[config.mk]
export PLATFORM = sky130hd
export DESIGN_NAME = async_reset_shift_reg_vec
export DESIGN_NICKNAME = d
export VERILOG_FILES = /design/src/rtl/async_reset_shift_reg_vec.sv
export SDC_FILE = /design/constraint.sdc
export NUM_CORES = 1
export LEC_CHECK = 0
export CAP_MARGIN = 20
export CORE_AREA = 2 2 39 41
export CTS_CLUSTER_DIAMETER = 80
export DETAILED_ROUTE_END_ITERATION = 6
export DIE_AREA = 0 0 41 43
export HOLD_SLACK_MARGIN = 0.15
export MAX_ROUTING_LAYER = met4
export SKIP_CTS_REPAIR_TIMING = 1
export SLEW_MARGIN = 20
export SYNTH_ARGS = -nofsm -noshare
export SYNTH_HDL_FRONTEND = slang
export SYNTH_SLANG_ARGS = --single-unit
export TNS_END_PERCENT = 5
[constraint.sdc]
create_clock -name clk -period 1.23 [get_ports clk]
set_input_delay 0.3075 -clock clk [delete_from_list [all_inputs] [get_ports clk]]
set_output_delay 0.3075 -clock clk [all_outputs]
set_load 0.01 [all_outputs]
[src/rtl/async_reset_shift_reg_vec.sv]
// WIDTH-bit, DEPTH-stage shift register with asynchronous reset to a per-bit
// RESET_VAL, a synchronous clear, and a saturating fill counter with a primed flag.
module async_reset_shift_reg_vec #(
    parameter int               WIDTH     = 1,
    parameter int               DEPTH     = 3,
    parameter logic [WIDTH-1:0] RESET_VAL = '0,
    localparam int              CW        = $clog2(DEPTH + 1)
) (
    input  logic                   clk,
    input  logic                   rst,
    input  logic                   en,
    input  logic                   clr,
    input  logic [WIDTH-1:0]       d,
    output logic [WIDTH-1:0]       q,
    output logic [WIDTH*DEPTH-1:0] taps,
    output logic                   primed,
    output logic [CW-1:0]          fill
);

    localparam logic [CW-1:0] FULL = CW'(DEPTH);

    logic [WIDTH-1:0] stage_q [DEPTH];
    logic [WIDTH-1:0] stage_d [DEPTH];
    logic [CW-1:0]    cnt_q;
    logic [CW-1:0]    cnt_d;

    always_comb begin
        stage_d = stage_q;
        cnt_d   = cnt_q;
        if (clr) begin
            for (int i = 0; i < DEPTH; i++) begin
                stage_d[i] = RESET_VAL;
            end
            cnt_d = '0;
        end else if (en) begin
            stage_d[0] = d;
            for (int i = 1; i < DEPTH; i++) begin
                stage_d[i] = stage_q[i-1];
            end
            // Counter saturates so primed stays high through long runs.
            if (cnt_q != FULL) begin
                cnt_d = cnt_q + CW'(1);
            end
        end
    end

    always_ff @(posedge clk or posedge rst) begin
        if (rst) begin
            for (int i = 0; i < DEPTH; i++) begin
                stage_q[i] <= RESET_VAL;
            end
            cnt_q <= '0;
        end else begin
            stage_q <= stage_d;
            cnt_q   <= cnt_d;
        end
    end

    genvar gi;
    generate
        for (gi = 0; gi < DEPTH; gi++) begin : g_taps
            assign taps[gi*WIDTH +: WIDTH] = stage_q[gi];
        end
    endgenerate

    assign q      = stage_q[DEPTH-1];
    assign fill   = cnt_q;
    assign primed = (cnt_q == FULL);

endmodule

# --- Yosys cells after proc, flatten, opt, wreduce, memory -nomap -nowiden ---
# Cells that the tools add are included.
word_totals:
  reg_bits: 5
  out_inout_bits: 7
  elab_cells: 15
classes:
  addsub: 1
  n_eq_ne: 2
  n_mux: 5
  reduce_logical: 3
ops:
  columns: ["operator", "count"]
  rows:
  - ["$mux 2", 3]
  - ["$mux 3", 2]
  - ["$reduce_bool 2->1", 2]
  - ["$add 2x1->2 const B", 1]
  - ["$eq 2x2->1 const B", 1]
  - ["$ne 2x2->1 const B", 1]
  - ["$reduce_and 2->1", 1]

# --- Logic depth before layout (Yosys ltp) ---
# Gate-level depths: netlist (run 1).
logic_depth:
  word_depth: 4
  depth_mapped: 3

# --- Worst setup path after synthesis (run 1) ---
# Ideal clock, no wire load.
synth_timing:
  kind: "register to register"
  from: "reg cnt_q[0] (netlist: fill[0])"
  to: "reg cnt_q[0] (netlist: fill[0])"
  arrival_time_ns: 1.136
  t_required_ns: 1.103
  path_slack_ns: -0.034
  stages_incl_launch_ff: 4
  period_less_slack_ns: 1.264
  path_cell_list: "dfrtp_1 -> ha_1 -> nor2b_4 -> mux2_1"
synth_via:
  elab_chain_len: 4
  elab_cells_between_ends: 7
synth_rtl:
  columns: ["element", "line", "source"]
  rows:
  - ["start: declaration", "24", "logic [CW-1:0] cnt_q;"]
  - ["start signal: assignment", "55", "cnt_q <= cnt_d;"]
  - ["$add 2x1->2", "42", "cnt_d = cnt_q + CW'(1);"]
  - ["$mux 2", "41", "if (cnt_q != FULL) begin"]
  - ["$mux 2", "35", "end else if (en) begin"]
  - ["$mux 2", "30", "if (clr) begin"]
# Several ways; a longest one is shown, not always the timed one. The select of a mux whose other input is x is not followed.
# A chain may end at the register's enable or synchronous reset.

# --- Worst setup path after layout (run 1) ---
layout_timing:
  from: "reg cnt_q[1] (netlist: fill[1])"
  to: "out primed"
layout_via:
  elab_chain_len: 1
layout_rtl:
  columns: ["element", "line", "source"]
  rows:
  - ["$eq 2x2->1", "68", "assign primed = (cnt_q == FULL);"]
  - ["end: declaration", "16", "output logic primed,"]
# Every way passes these cells.

==> results by group, run 1 <==
Layout
  • Post-Layout Cell Count: 57
  • Most common cell after layout, fill and taps aside: buf_4
  • Most frequent cells in the layout: buf_4, dfrtp_1, nor2_1, clkdlybuf4s50_1, dlymetal6s2s_1
  • Register Area: 125 um2
  • Layout area overhead: 78.8%
  • Multi-input gate area: 118 um2
  • Layout net count: 48
  • Share of post-route cells with drive strength above 1: 36.6%
  • Post-route cell area: 443 um2
  • Layout fillers: 154
  • Diodes inserted: 0

Global route
  • Total global routing overflow: 0
  • Global router's overall resource usage: 8.38%
  • Initial antenna violation count: 0
  • First-pass GRT wire length: 890 um
  • Largest net degree at the start of global routing: 6
  • Vias in the first global route: 242

Critical path
  • Setup CP Type: reg -> out
  • Worst Path Arrival: 940 ps
  • Delay-heaviest family, CP: flip-flops
  • Critical Path Fanout Max: 2
  • CP max-delay cell: dfrtp_1
  • Worst r2r src: fill[1]
  • Crit path required time: 920 ps
  • Worst path cell trace: ha_2, clkbuf_2
  • WP buf/inv: 1
  • Worst setup EP type: primary output
  • Max stage delay on crit path: 380 ps
  • CP startpoint: fill[1]
  • Critical Path Source Type: flop

Clocking
  • Worst-path clk slew: 50 ps
  • Clock Tree Buf Depth: 2
  • CTS Buf Count: 3
  • TritonCTS clock tree: built
  • CTS HTree Levels: 1
  • Worst skew pair latency: 240 ps
  • Clock tree sinks: 5
  • Root buf cell: clkbuf_4

Hold path
  • Worst Hold Class: in -> async

Outcome
  • Failing checks: negative setup slack
  • Outcome: complete, but fails checks

Timing
  • RSZ-0062 raised after global routing: true
  • Pins Over Slew Limit: 0
  • Setup TNS after final layout: -17.9 ps
  • Min Tclk post-route: 1240 ps
  • Setup ws final: -13.1 ps
  • Fin. Hold Viols: 0
  • Final Cycle Share: 101%
  • Setup Skew: 7.60 ps
  • Slew margin rel.: 87.2%
  • Slew @ Worst Pin: 192 ps
  • F_max: 804 MHz
  • Final setup violation count: 2

Flow run
  • Max Cap Violations: 0

Yosys
  • Synthesized area: 248 um2
  • Yosys Warn Count: 0
  • Post-Syn Nets: 27
  • Seq/Total Area, Yosys: 50.5%
  • Post-synth cell types: 12
  • #FFs+latches synth: 5
  • Mapped Avg Cell Area: 11.8 um2
  • Synth Instances: 21

Pwr
  • Pwr Density: 1040 nW/um2
  • Worst VDD drop: 0.521 mV
  • Leakage: 0.287 nW

Placement
  • Routability cong.: 0.648
  • Placed cell areas: 418 um2
  • IO Port Bufs: 11
  • Dpl cells: 53

Floorplan
  • Die ar.: 1760 um2
  • Rows: 14
  • I/O pin count: 12
  • Core Region: 1380 um2
  • Starting density of the core: 17.9%
  • Die height: 43 um
  • Die width: 41 um

Detailed routing
  • Final wirelength: 541 um
  • Final ANT Viol Nets: 0
  • Residual DRC: 0
  • DR vias/cell: 3.77
  • First drt pass iteration count: 2
  • Routed len/inst: 9.49 um
  • Detailed Route Iter0 Violations: 2
  • Vias post-DR: 215
[kinds of logic (layout without fill, tap and decap cells)]
logic type	count (synthesis)	in the layout	synth area share, %
buffers and inverters	2	22	4.55
AO/OA/AOI/OAI	1	1	2.02
AND/OR/NAND/NOR	8	8	21.2
adder cells (fa/ha/maj)	1	1	5.05
flip-flops	5	5	50.5
multiplexers	4	4	16.7
[layer usage]
metal  vias to the layer above  global-route usage [%]  share of wire, %
met5                         -                       -                 0
met3                         2                    6.28               8.9
met4                         0                    6.00               1.1
met2                         7                    11.6                47
li1                        110                       -                 -
met1                        96                    7.52                43
[through the flow]
step / util [%] / setup WS, ps / hold WS (ps) / total power (W)
5_1_grt: 32.0 / -50.7 / 269 / 0.000489
3_5_place_dp: 30.2 / -148 / 527 / 0.000281
4_1_cts: 32.1 / -398 / 257 / 0.000481
2_1_floorplan: - / 29.8 / 86.0 / 0.000218
3_3_place_gp: 30.2 / -142 / 531 / 0.000281
6_report: 32.0 / -13.1 / 264 / 0.000461
[where the power goes]
part	internal, W	switching (W)
clock network	0.000123	0.0000659
logic	0.0000561	0.0000353
registers	0.000175	0.00000597
total	0.000353	0.000107
[sequential cells by signal, indices dropped and copies added (netlist names)]
signal and cells:
fill 2, taps 2, q 1
[final cells by class]
cell class              count  share of cell area, %
clock buffers               4                   5.93
well taps                  16                   4.52
multi-input cells          14                   26.6
repair buffers             17                   33.9
inverters                   1                  0.847
flip-flops and latches      5                   28.2
[cell usage after synthesis]
library cell  instances  area share (%)
mux2i_1               3              12
inv_1                 1             1.5
nor2_1                4             6.1
ha_1                  1             5.0
buf_4                 1             3.0
mux2_1                1             4.5
nand4bb_1             1             4.5
nor2b_4               1             5.6
nand2b_1              1             2.5
o21ai_1               1             2.0
nor2b_1               1             2.5
dfrtp_1               5              51
[path summary, 6_finish.rpt]
kind                            to  slack, ps  depth (start not counted)
hold / removal             taps[0]        260                          2
hold reg to reg                  q        560                          2
max in group asynchronous  taps[1]        790                          2
min in group clk                 q        560                          2
setup reg to reg           fill[0]          0                          4
setup / recovery            primed        -10                          2
No activity file was read; power rests on OpenSTA's default activity.
==> run 2: changes to the inputs <==
RECOVER_POWER = 50   (was not set)
==> run 2 against run 1 <==
  * The run still ends with negative setup slack left
  * Hold slack improved by 140 ps
  * Flip-flop and latch count unchanged
  * Non-clock buffer count unchanged
  * Count of clock-buffer cells in the layout unchanged
  * Critical path type unchanged
==> results by group, run 2 (synthesis gave the netlist of run 1 again) <==
Timing
  • Slew margin rel.: 84.0% (was 87.2%)
  • Fin. Hold Viols: 0 (unchanged)
  • Final Cycle Share: 101% (unchanged)
  • RSZ-0062 raised after global routing: true (unchanged)
  • Setup Skew: 7.60 ps (unchanged)
  • Setup ws final: -13.1 ps (unchanged)
  • F_max: 804 MHz (unchanged)
  • Min Tclk post-route: 1240 ps (unchanged)
  • Pins Over Slew Limit: 0 (unchanged)
  • Final setup violation count: 2 (unchanged)
  • Slew @ Worst Pin: 239 ps (was 192 ps)

Critical path
  • Setup CP Type: reg -> out (unchanged)
  • Crit path required time: 920 ps (about the same)
  • Critical Path Source Type: flop (unchanged)
  • Worst setup EP type: primary output (unchanged)
  • Worst Path Arrival: 940 ps (about the same)
  • Critical Path Fanout Max: 2 (unchanged)

Layout
  • Layout area overhead: 77.3% (was 78.8%)
  • Diodes inserted: 0 (unchanged)
  • Share of post-route cells with drive strength above 1: 34.1% (was 36.6%)
  • Layout net count: 48 (unchanged)
  • Most frequent cells in the layout: dfrtp_1, buf_4, nor2_1, dlymetal6s2s_1 (was buf_4, dfrtp_1, nor2_1, clkdlybuf4s50_1, dlymetal6s2s_1)

Pwr
  • Leakage: 0.284 nW (was 0.287 nW)
  • Worst VDD drop: 0.516 mV (was 0.521 mV)
  • Total power: 0.000458 W (was 0.000461 W)
  • Pwr Density: 1040 nW/um2 (about the same)

Clocking
  • Clock tree sinks: 5 (unchanged)
  • Worst-path clk slew: 50 ps (about the same)
  • TritonCTS clock tree: built (unchanged)
  • CTS HTree Levels: 1 (unchanged)
  • CTS Buf Count: 3 (unchanged)
  • Clock Tree Buf Depth: 2 (unchanged)
  • Root buf cell: clkbuf_4 (unchanged)
  • Worst skew pair latency: 240 ps (about the same)

Global route
  • First-pass GRT wire length: 890 um (unchanged)
  • Vias in the first global route: 242 (unchanged)
  • Initial antenna violation count: 0 (unchanged)
  • Largest net degree at the start of global routing: 6 (unchanged)
  • Met3 Use GR: 6.28% (unchanged)
  • Total global routing overflow: 0 (unchanged)
  • Met2 Use GR: 11.6% (unchanged)
  • M1 GR Usage: 7.52% (unchanged)
  • Global router's overall resource usage: 8.38% (unchanged)
  • Gr busiest metal: met2 (unchanged)

Outcome
  • Outcome: complete, but fails checks (unchanged)
  • Failing checks: negative setup slack (unchanged)

Placement
  • IO Port Bufs: 11 (unchanged)
  • Routability cong.: 0.648 (unchanged)
  • Worst slack, placed: -148 ps (unchanged)

Hold path
  • Worst Hold Class: in -> async (unchanged)

Detailed routing
  • Routed len/inst: 9.39 um (was 9.49 um)
  • Final wirelength: 535 um (was 541 um)
  • Residual DRC: 0 (unchanged)
  • Vias post-DR: 217 (was 215)
  • Detailed Route Iter0 Violations: 2 (unchanged)
  • First drt pass iteration count: 2 (unchanged)
  • DR vias/cell: 3.81 (was 3.77)
  • Final ANT Viol Nets: 0 (unchanged)

Floorplan
  • Die height: 43 um (unchanged)
  • Rows: 14 (unchanged)
  • Core Region: 1380 um2 (unchanged)
  • Die width: 41 um (unchanged)
  • I/O pin count: 12 (unchanged)
  • Die ar.: 1760 um2 (unchanged)
  • Starting density of the core: 17.9% (unchanged)

Flow run
  • Max Cap Violations: 0 (unchanged)
[run 2: cell count changes in the layout (fill, tap and decap cells not counted), sizes merged]
cell           change
dlygate4sd3        +1
buf                -1
clkdlybuf4s50      -1
clkbuf             +1
[run 2: report_power, final]
| group | total [W] | leakage [nW] | switching [W] | internal [W] |
|---|---|---|---|---|
| logic | 0.0000892 | 0.201 | 0.0000351 | 0.0000541 |
| registers | 0.000181 | 0.0674 | 0.00000597 | 0.000175 |
| clock network | 0.000189 | 0.0150 | 0.0000659 | 0.000123 |
| total | 0.000458 | 0.284 | 0.000107 | 0.000351 |
[run 2: routing by layer]
layer | wire length (um) | part of all wire (%) | up-vias
met5 | 0 | 0 | -
met4 | 6 | 1.1 | 0
met3 | 48 | 9.0 | 2
met2 | 252 | 47 | 7
met1 | 228 | 43 | 97
li1 | - | - | 111
[run 2: through the flow]
step	util, %	area, um2	cells	hold WS, ps	TNS [ps]
2_1_floorplan	-	250	21	86.0	0
3_3_place_gp	30.2	418	53	531	-569
3_5_place_dp	30.2	418	53	527	-535
4_1_cts	32.1	444	57	257	-1990
5_1_grt	31.7	439	57	406	-124
6_report	31.7	439	57	401	-18.1
[run 2: worst max-delay path, cell delays in order (launching register included)]
cell	delay (ps)
dfrtp_1	380
ha_2	190
clkbuf_2	120
[run 2: cell type report]
type | count | area (um2)
inverters | 1 | 3.75
flip-flops and latches | 5 | 125
fillers | 156 | 945
repair buffers | 17 | 146
well taps | 16 | 20.0
clock buffers | 4 | 26.3
multi-input cells | 14 | 118
[run 2: final timing paths]
path / startpoint / cells after the start / slack, ps / to
hold reg to reg: q / 2 / 560 / q
max in group asynchronous: rst / 2 / 650 / taps[1]
min in group clk: q / 2 / 560 / q
setup / recovery: fill[1] / 2 / -10 / primed
hold / removal: rst / 2 / 400 / taps[0]
setup reg to reg: fill[1] / 4 / -10 / fill[0]
